`config.mk`:
```
export PLATFORM = sky130hd
export DESIGN_NAME = mem_arbiter_flat
export DESIGN_NICKNAME = d
export VERILOG_FILES = /design/src/rtl/mem_arb_pkg.sv /design/src/rtl/mem_arbiter_if.sv /design/src/rtl/mem_arbiter.sv /design/src/flat_wrapper.sv
export SDC_FILE = /design/constraint.sdc
export NUM_CORES = 1
export LEC_CHECK = 0
export CORE_ASPECT_RATIO = 1.5
export CORE_MARGIN = 1
export CORE_UTILIZATION = 45
export DETAILED_ROUTE_END_ITERATION = 8
export HOLD_SLACK_MARGIN = 0.02
export PLACE_DENSITY = 0.85
export SETUP_SLACK_MARGIN = 0.5
export SYNTH_ARGS = -nofsm -noshare
export SYNTH_HDL_FRONTEND = slang
export SYNTH_SLANG_ARGS = --single-unit
```
`constraint.sdc`:
```
create_clock -name clk -period 3.4 [get_ports clk]
set_clock_uncertainty 0.05 [all_clocks]
set_input_delay 0.34 -clock clk [delete_from_list [all_inputs] [get_ports clk]]
set_output_delay 0.34 -clock clk [all_outputs]
set_load 0.05 [all_outputs]
```
`src/rtl/mem_arb_pkg.sv`:
```
// Shared types and default widths for the two-port SRAM arbiter.
package mem_arb_pkg;

    localparam int ADDR_W_DEF = 14;
    localparam int DATA_W_DEF = 16;

    typedef enum logic [1:0] {IDLE, BUSY, DONE} arb_state_t;

    typedef logic port_t;
    localparam port_t PORT0 = 1'b0;
    localparam port_t PORT1 = 1'b1;

endpackage

```
`src/rtl/mem_arbiter_if.sv`:
```
// Requester ports plus SRAM handshake, bundled for the arbiter.
interface mem_arbiter_if
    import mem_arb_pkg::*;
#(
    parameter int ADDR_W = ADDR_W_DEF,
    parameter int DATA_W = DATA_W_DEF
);
    logic              p0_req;
    logic [ADDR_W-1:0] p0_addr;
    logic              p0_done;
    logic              p0_err;
    logic [DATA_W-1:0] p0_rdata;
    logic              p0_gnt;

    logic              p1_req;
    logic              p1_we;
    logic [ADDR_W-1:0] p1_addr;
    logic [DATA_W-1:0] p1_wdata;
    logic              p1_done;
    logic              p1_err;
    logic [DATA_W-1:0] p1_rdata;
    logic              p1_gnt;

    logic              sram_re;
    logic              sram_we;
    logic [ADDR_W-1:0] sram_addr;
    logic [DATA_W-1:0] sram_wdata;
    logic              sram_wdata_oe;
    logic [DATA_W-1:0] sram_rdata;
    logic              mem_resp;

    // Arbiter side
    modport slave (
        input  p0_req, p0_addr, p1_req, p1_we, p1_addr, p1_wdata, sram_rdata, mem_resp,
        output p0_done, p0_err, p0_rdata, p0_gnt, p1_done, p1_err, p1_rdata, p1_gnt,
        output sram_re, sram_we, sram_addr, sram_wdata, sram_wdata_oe
    );

    // Requesters and SRAM side
    modport master (
        output p0_req, p0_addr, p1_req, p1_we, p1_addr, p1_wdata, sram_rdata, mem_resp,
        input  p0_done, p0_err, p0_rdata, p0_gnt, p1_done, p1_err, p1_rdata, p1_gnt,
        input  sram_re, sram_we, sram_addr, sram_wdata, sram_wdata_oe
    );

endinterface

```
`src/rtl/mem_arbiter.sv`:
```
// Round-robin arbiter/sequencer sharing one SRAM between fetch (port 0) and
// load/store (port 1), with a watchdog that aborts unacknowledged transfers.
module mem_arbiter
    import mem_arb_pkg::*;
#(
    parameter int ADDR_W  = ADDR_W_DEF,
    parameter int DATA_W  = DATA_W_DEF,
    parameter int TIMEOUT = 64
) (
    input  logic         clk,
    input  logic         reset,
    mem_arbiter_if.slave bus
);

    localparam int               CNT_W   = $clog2(TIMEOUT);
    localparam logic [CNT_W-1:0] CNT_MAX = CNT_W'(TIMEOUT - 1);

    arb_state_t        state_reg, state_next;
    port_t             last_reg, last_next;
    port_t             owner_reg, owner_next;
    port_t             pick;
    logic [CNT_W-1:0]  cnt_reg, cnt_next;
    logic              re_reg, re_next;
    logic              we_reg, we_next;
    logic [ADDR_W-1:0] addr_reg, addr_next;
    logic [DATA_W-1:0] wdata_reg, wdata_next;
    logic [1:0]        gnt_reg, gnt_next;
    logic [1:0]        done_reg, done_next;
    logic [1:0]        err_reg, err_next;
    logic [DATA_W-1:0] rdata_reg [2];
    logic [DATA_W-1:0] rdata_next [2];
    logic [1:0]        req;

    assign req = {bus.p1_req, bus.p0_req};

    // On a tie the port that was not granted last wins.
    always_comb begin
        if (req == 2'b11) begin
            pick = ~last_reg;
        end else if (req[1]) begin
            pick = PORT1;
        end else begin
            pick = PORT0;
        end
    end

    always_comb begin
        state_next = state_reg;
        last_next  = last_reg;
        owner_next = owner_reg;
        cnt_next   = cnt_reg;
        re_next    = re_reg;
        we_next    = we_reg;
        addr_next  = addr_reg;
        wdata_next = wdata_reg;
        gnt_next   = gnt_reg;
        done_next  = '0;
        err_next   = '0;
        rdata_next = rdata_reg;

        case (state_reg)
            IDLE: begin
                if (|req) begin
                    state_next     = BUSY;
                    last_next      = pick;
                    owner_next     = pick;
                    cnt_next       = '0;
                    gnt_next       = '0;
                    gnt_next[pick] = 1'b1;
                    if (pick == PORT1) begin
                        addr_next  = bus.p1_addr;
                        wdata_next = bus.p1_wdata;
                        we_next    = bus.p1_we;
                    end else begin
                        addr_next  = bus.p0_addr;
                        wdata_next = '0;
                        we_next    = 1'b0;
                    end
                    re_next = ~we_next;
                end
            end

            BUSY: begin
                // A response in the expiry cycle still counts as success.
                if (bus.mem_resp || (cnt_reg == CNT_MAX)) begin
                    state_next           = DONE;
                    re_next              = 1'b0;
                    we_next              = 1'b0;
                    gnt_next             = '0;
                    done_next[owner_reg] = 1'b1;
                    if (!bus.mem_resp) begin
                        err_next[owner_reg]   = 1'b1;
                        rdata_next[owner_reg] = '0;
                    end else if (!we_reg) begin
                        rdata_next[owner_reg] = bus.sram_rdata;
                    end
                end else begin
                    cnt_next = cnt_reg + 1'b1;
                end
            end

            DONE: begin
                state_next = IDLE;
            end

            default: begin
                state_next = IDLE;
            end
        endcase
    end

    always_ff @(posedge clk or posedge reset) begin
        if (reset) begin
            state_reg    <= IDLE;
            last_reg     <= PORT0;
            owner_reg    <= PORT0;
            cnt_reg      <= '0;
            re_reg       <= 1'b0;
            we_reg       <= 1'b0;
            addr_reg     <= '0;
            wdata_reg    <= '0;
            gnt_reg      <= '0;
            done_reg     <= '0;
            err_reg      <= '0;
            rdata_reg[0] <= '0;
            rdata_reg[1] <= '0;
        end else begin
            state_reg <= state_next;
            last_reg  <= last_next;
            owner_reg <= owner_next;
            cnt_reg   <= cnt_next;
            re_reg    <= re_next;
            we_reg    <= we_next;
            addr_reg  <= addr_next;
            wdata_reg <= wdata_next;
            gnt_reg   <= gnt_next;
            done_reg  <= done_next;
            err_reg   <= err_next;
            rdata_reg <= rdata_next;
        end
    end

    assign bus.p0_gnt        = gnt_reg[0];
    assign bus.p0_done       = done_reg[0];
    assign bus.p0_err        = err_reg[0];
    assign bus.p0_rdata      = rdata_reg[0];
    assign bus.p1_gnt        = gnt_reg[1];
    assign bus.p1_done       = done_reg[1];
    assign bus.p1_err        = err_reg[1];
    assign bus.p1_rdata      = rdata_reg[1];
    assign bus.sram_re       = re_reg;
    assign bus.sram_we       = we_reg;
    assign bus.sram_addr     = addr_reg;
    assign bus.sram_wdata    = wdata_reg;
    assign bus.sram_wdata_oe = we_reg;

endmodule

```
`src/flat_wrapper.sv`:
```
// flat-port wrapper written by rule: the top's interface ports become plain ports
module mem_arbiter_flat import mem_arb_pkg::*;
#(
    parameter int ADDR_W  = ADDR_W_DEF,
    parameter int DATA_W  = DATA_W_DEF,
    parameter int TIMEOUT = 64
)
  (clk, reset, bus_p0_req, bus_p0_addr, bus_p1_req, bus_p1_we, bus_p1_addr, bus_p1_wdata, bus_sram_rdata, bus_mem_resp, bus_p0_done, bus_p0_err, bus_p0_rdata, bus_p0_gnt, bus_p1_done, bus_p1_err, bus_p1_rdata, bus_p1_gnt, bus_sram_re, bus_sram_we, bus_sram_addr, bus_sram_wdata, bus_sram_wdata_oe);
  mem_arbiter_if #(.ADDR_W(ADDR_W), .DATA_W(DATA_W)) bus_i ();
  input  logic clk;
  input  logic reset;
  input wire logic [$bits(bus_i.p0_req)-1:0] bus_p0_req;
  input wire logic [$bits(bus_i.p0_addr)-1:0] bus_p0_addr;
  input wire logic [$bits(bus_i.p1_req)-1:0] bus_p1_req;
  input wire logic [$bits(bus_i.p1_we)-1:0] bus_p1_we;
  input wire logic [$bits(bus_i.p1_addr)-1:0] bus_p1_addr;
  input wire logic [$bits(bus_i.p1_wdata)-1:0] bus_p1_wdata;
  input wire logic [$bits(bus_i.sram_rdata)-1:0] bus_sram_rdata;
  input wire logic [$bits(bus_i.mem_resp)-1:0] bus_mem_resp;
  output wire logic [$bits(bus_i.p0_done)-1:0] bus_p0_done;
  output wire logic [$bits(bus_i.p0_err)-1:0] bus_p0_err;
  output wire logic [$bits(bus_i.p0_rdata)-1:0] bus_p0_rdata;
  output wire logic [$bits(bus_i.p0_gnt)-1:0] bus_p0_gnt;
  output wire logic [$bits(bus_i.p1_done)-1:0] bus_p1_done;
  output wire logic [$bits(bus_i.p1_err)-1:0] bus_p1_err;
  output wire logic [$bits(bus_i.p1_rdata)-1:0] bus_p1_rdata;
  output wire logic [$bits(bus_i.p1_gnt)-1:0] bus_p1_gnt;
  output wire logic [$bits(bus_i.sram_re)-1:0] bus_sram_re;
  output wire logic [$bits(bus_i.sram_we)-1:0] bus_sram_we;
  output wire logic [$bits(bus_i.sram_addr)-1:0] bus_sram_addr;
  output wire logic [$bits(bus_i.sram_wdata)-1:0] bus_sram_wdata;
  output wire logic [$bits(bus_i.sram_wdata_oe)-1:0] bus_sram_wdata_oe;
  assign bus_i.p0_req = bus_p0_req;
  assign bus_i.p0_addr = bus_p0_addr;
  assign bus_i.p1_req = bus_p1_req;
  assign bus_i.p1_we = bus_p1_we;
  assign bus_i.p1_addr = bus_p1_addr;
  assign bus_i.p1_wdata = bus_p1_wdata;
  assign bus_i.sram_rdata = bus_sram_rdata;
  assign bus_i.mem_resp = bus_mem_resp;
  assign bus_p0_done = bus_i.p0_done;
  assign bus_p0_err = bus_i.p0_err;
  assign bus_p0_rdata = bus_i.p0_rdata;
  assign bus_p0_gnt = bus_i.p0_gnt;
  assign bus_p1_done = bus_i.p1_done;
  assign bus_p1_err = bus_i.p1_err;
  assign bus_p1_rdata = bus_i.p1_rdata;
  assign bus_p1_gnt = bus_i.p1_gnt;
  assign bus_sram_re = bus_i.sram_re;
  assign bus_sram_we = bus_i.sram_we;
  assign bus_sram_addr = bus_i.sram_addr;
  assign bus_sram_wdata = bus_i.sram_wdata;
  assign bus_sram_wdata_oe = bus_i.sram_wdata_oe;
  mem_arbiter #(.ADDR_W(ADDR_W), .DATA_W(DATA_W), .TIMEOUT(TIMEOUT)) u_core (.clk(clk), .reset(reset), .bus(bus_i));
endmodule
```
==> flow_metrics.env <==
export IMPL_antennaDiodeCount=0
export IMPL_crit_arrival_ns=1.65
export IMPL_fin_util_pct=70.62
export IMPL_critical_path_class="reg2out"
export IMPL_cts_htree_levels=3
export IMPL_place_congestion=0.8262
export IMPL_ys_types=30
export IMPL_crit_family="buffers and inverters"
export IMPL_required_ns=3.01
export IMPL_hold_path_class="in2async"
export IMPL_rows=36
export IMPL_clock_root_buffer="clkbuf_8"
export IMPL_final_max_slew_violation_count=0
export IMPL_synth_fa_ha_area_share_pct=0.4008
export IMPL_synth_seq_cells=79
export IMPL_fin_area_um2=4676
export IMPL_drcViolationCount=0
export IMPL_status="finished, final reports clean"
export IMPL_switching_share_pct=48.37
export IMPL_multi_input_area_um2=964.7
export IMPL_fill_cells=493
export IMPL_io_pins=137
export IMPL_avgRoutedWirePerCell_um=17.11
export IMPL_worst_slack_ns=1.363
export IMPL_avgViaCountPerCell=5.638
export IMPL_synth_xor_area_share_pct=0
export IMPL_r2r_start="u_core.cnt_reg[0]$_DFFE_PP0P_"
export IMPL_fin_crit_sh_pct=59.90
export IMPL_hold_buffers=0
export IMPL_grtUsageTotal_pct=22.87
export IMPL_cap_violations=0
export IMPL_fin_nets=440
export IMPL_dpl_hpwl_um=5709
export IMPL_p_comb_share_pct=57.8
export IMPL_antenna_found_initial=0
export IMPL_dr_first_iter_drc_count=158
export IMPL_crit_fanout=5
export IMPL_synthToLayoutAreaGrowth_pct=49.78
export IMPL_rsz0062_at_grt="false"
export IMPL_die_height_um=104.0
export IMPL_layout_common_cells="clkdlybuf4s50_1, dfrtp_1, a22o_1"
export IMPL_yosys_mux_area_fraction_pct=0.6413
export IMPL_final_common_cell="clkdlybuf4s50_1"
export IMPL_whs_ns=0.2680
export IMPL_fmax_mhz=491.0
export IMPL_p_clk_share_pct=11.6
export IMPL_start_kind="register"
export IMPL_dpl_worst_slack_ns=1.178
export IMPL_relSlewSlack_pct=53.08
export IMPL_endpoint_kind="output port"
export IMPL_path_buf_inv=1
export IMPL_synth_compound_area_share_pct=22.36
export IMPL_port_buffer_count=136
export IMPL_avgSynthCellArea_um2=13.17
export IMPL_p_seq_share_pct=30.6
export IMPL_syn_nets=304
export IMPL_netlist_instances=237
export IMPL_synth_top_family_by_area="compound AO/OA/AOI/OAI gates"
export IMPL_synthSimpleGateAreaFrac_pct=7.375
export IMPL_drt_wl_total_um=7753
export IMPL_cts_resized=0
export IMPL_core_um2=6621
export IMPL_hold_violations=0
export IMPL_power_density_nw_per_um2=1127
export IMPL_peakVddDrop_mv=0.7147
export IMPL_syn_area_um2=3122
export IMPL_ys_seq_area_share_pct=63.33
export IMPL_setup_violations=0
export IMPL_crit_chain="clkdlybuf4s50_1"
export IMPL_cts_path_max_buffers=2
export IMPL_grt_pass1_vias=2612
export IMPL_cts_tree="yes"
export IMPL_clock_sinks=79
export IMPL_cellLeakagePower_nw=2.148
export IMPL_fin_crit_ns=2.037
export IMPL_yosys_warnings=0
export IMPL_synth_flop_cell="dfrtp_1"
export IMPL_initial_core_util_pct=47.15
export IMPL_ff2ff_setup_slack_ns=1.54
export IMPL_internal_power_mw=2.721
export IMPL_switchingPower_mw=2.549
export IMPL_grt_max_degree=32
export IMPL_fin_setup_tns_ns=0
export IMPL_synth_edf_count=0
export IMPL_cts_setup_buffers=0
export IMPL_r2r_end="u_core.bus.p1_rdata[5]$_DFFE_PP0P_"
export IMPL_r2r_cells=5
export IMPL_grt_overflow=0
export IMPL_slowest_stage="clkdlybuf4s50_1"
export IMPL_via_count=2554
export IMPL_seqCellArea_um2=1977
export IMPL_clk_pin_slew_ns=0.08
export IMPL_crit_start="u_core.bus.sram_wdata_oe$_DFFE_PP0P_"
export IMPL_dieArea_um2=7281
export IMPL_cts_buffers=9
export IMPL_worst_pin_slew_ns=0.7034
export IMPL_max_stage_delay_ns=0.85
export IMPL_postRouteAntennaNets=0
export IMPL_dpl_instance_area_um2=4504
export IMPL_clk_latency_ns=0.35
export IMPL_firstDrtPassIters=4
export IMPL_async_reset_ff_share_pct=100.0
export IMPL_layout_drive_gt1_share_pct=7.692
export IMPL_die_w_um=70.01
export IMPL_grt_pass1_wl_um=13070
## synthesized netlist by cell type (2+ instances only)
master | instances | area (um^2)
a21o_1 | 4 | 30.03
a21oi_1 | 2 | 10.01
a222oi_1 | 14 | 140.1
a22o_1 | 50 | 437.9
and2_1 | 2 | 12.51
and3_1 | 5 | 31.28
buf_2 | 9 | 45.04
buf_4 | 2 | 15.01
buf_6 | 5 | 56.30
dfrtp_1 | 79 | 1977
inv_1 | 18 | 67.56
mux2i_1 | 2 | 20.02
nand2_1 | 8 | 30.03
nand2b_1 | 3 | 18.77
nand3_1 | 4 | 20.02
nor2_1 | 9 | 33.78
nor3_1 | 3 | 15.01
nor3_4 | 2 | 32.53
o21ai_0 | 3 | 15.01
o21ai_1 | 2 | 10.01
o2bb2ai_1 | 2 | 17.52
## area by class of cell
type                       count  area share (%)
sequential                    79           42.28
clock buffer                  10           2.944
multi-input combinational    124           20.63
inverter                      18           1.472
clock inverter                 5          0.7225
tap                           76           2.034
timing repair buffer         141           29.92
## per-stage QoR
stage	std cells	power (mW)
after floorplan	237	3.666
after global placement	438	4.617
after detailed placement	438	4.690
after CTS	453	5.311
after global routing	453	5.527
final	453	5.270
## logic make-up after synthesis
kind of cell / count (synthesis)
muxes: 2
adders and majority gates: 1
and+or+nand+nor: 40
AOI/OAI and AO/OA: 81
buffers and inverters: 34
DFF: 79
## how the worst max path moves through the flow
stage | to | slack [ns] | cells past startpoint
5_1_grt | bus_sram_wdata_oe | 1.30 | 1
3_5_place_dp | u_core.bus.p1_rdata[5]$_DFFE_PP0P_ | 1.18 | 4
6_report | bus_sram_we | 1.36 | 1
2_1_floorplan | u_core.bus.p0_rdata[0]$_DFFE_PP0P_ | 0.99 | 1
3_3_place_gp | u_core.bus.p1_rdata[10]$_DFFE_PP0P_ | 1.31 | 4
4_1_cts | bus_sram_we | 1.32 | 1
## routing by layer
| metal | global-route usage, % | routed length (um) |
|---|---|---|
| met5 | 0 | 0 |
| met3 | 6.492 | 572 |
| met4 | 9.286 | 161 |
| met1 | 27.44 | 3050 |
| met2 | 38.32 | 3968 |
## power by group through the flow
stage	registers, mW	logic (mW)	clock network (mW)
3_3_place_gp	1.62	3.00	0
5_1_grt	1.67	3.19	0.670
6_report	1.61	3.05	0.610
3_5_place_dp	1.63	3.06	0
4_1_cts	1.62	3.07	0.625
2_1_floorplan	2.90	0.769	0
Note: power is estimated with default switching activity, not from simulation.
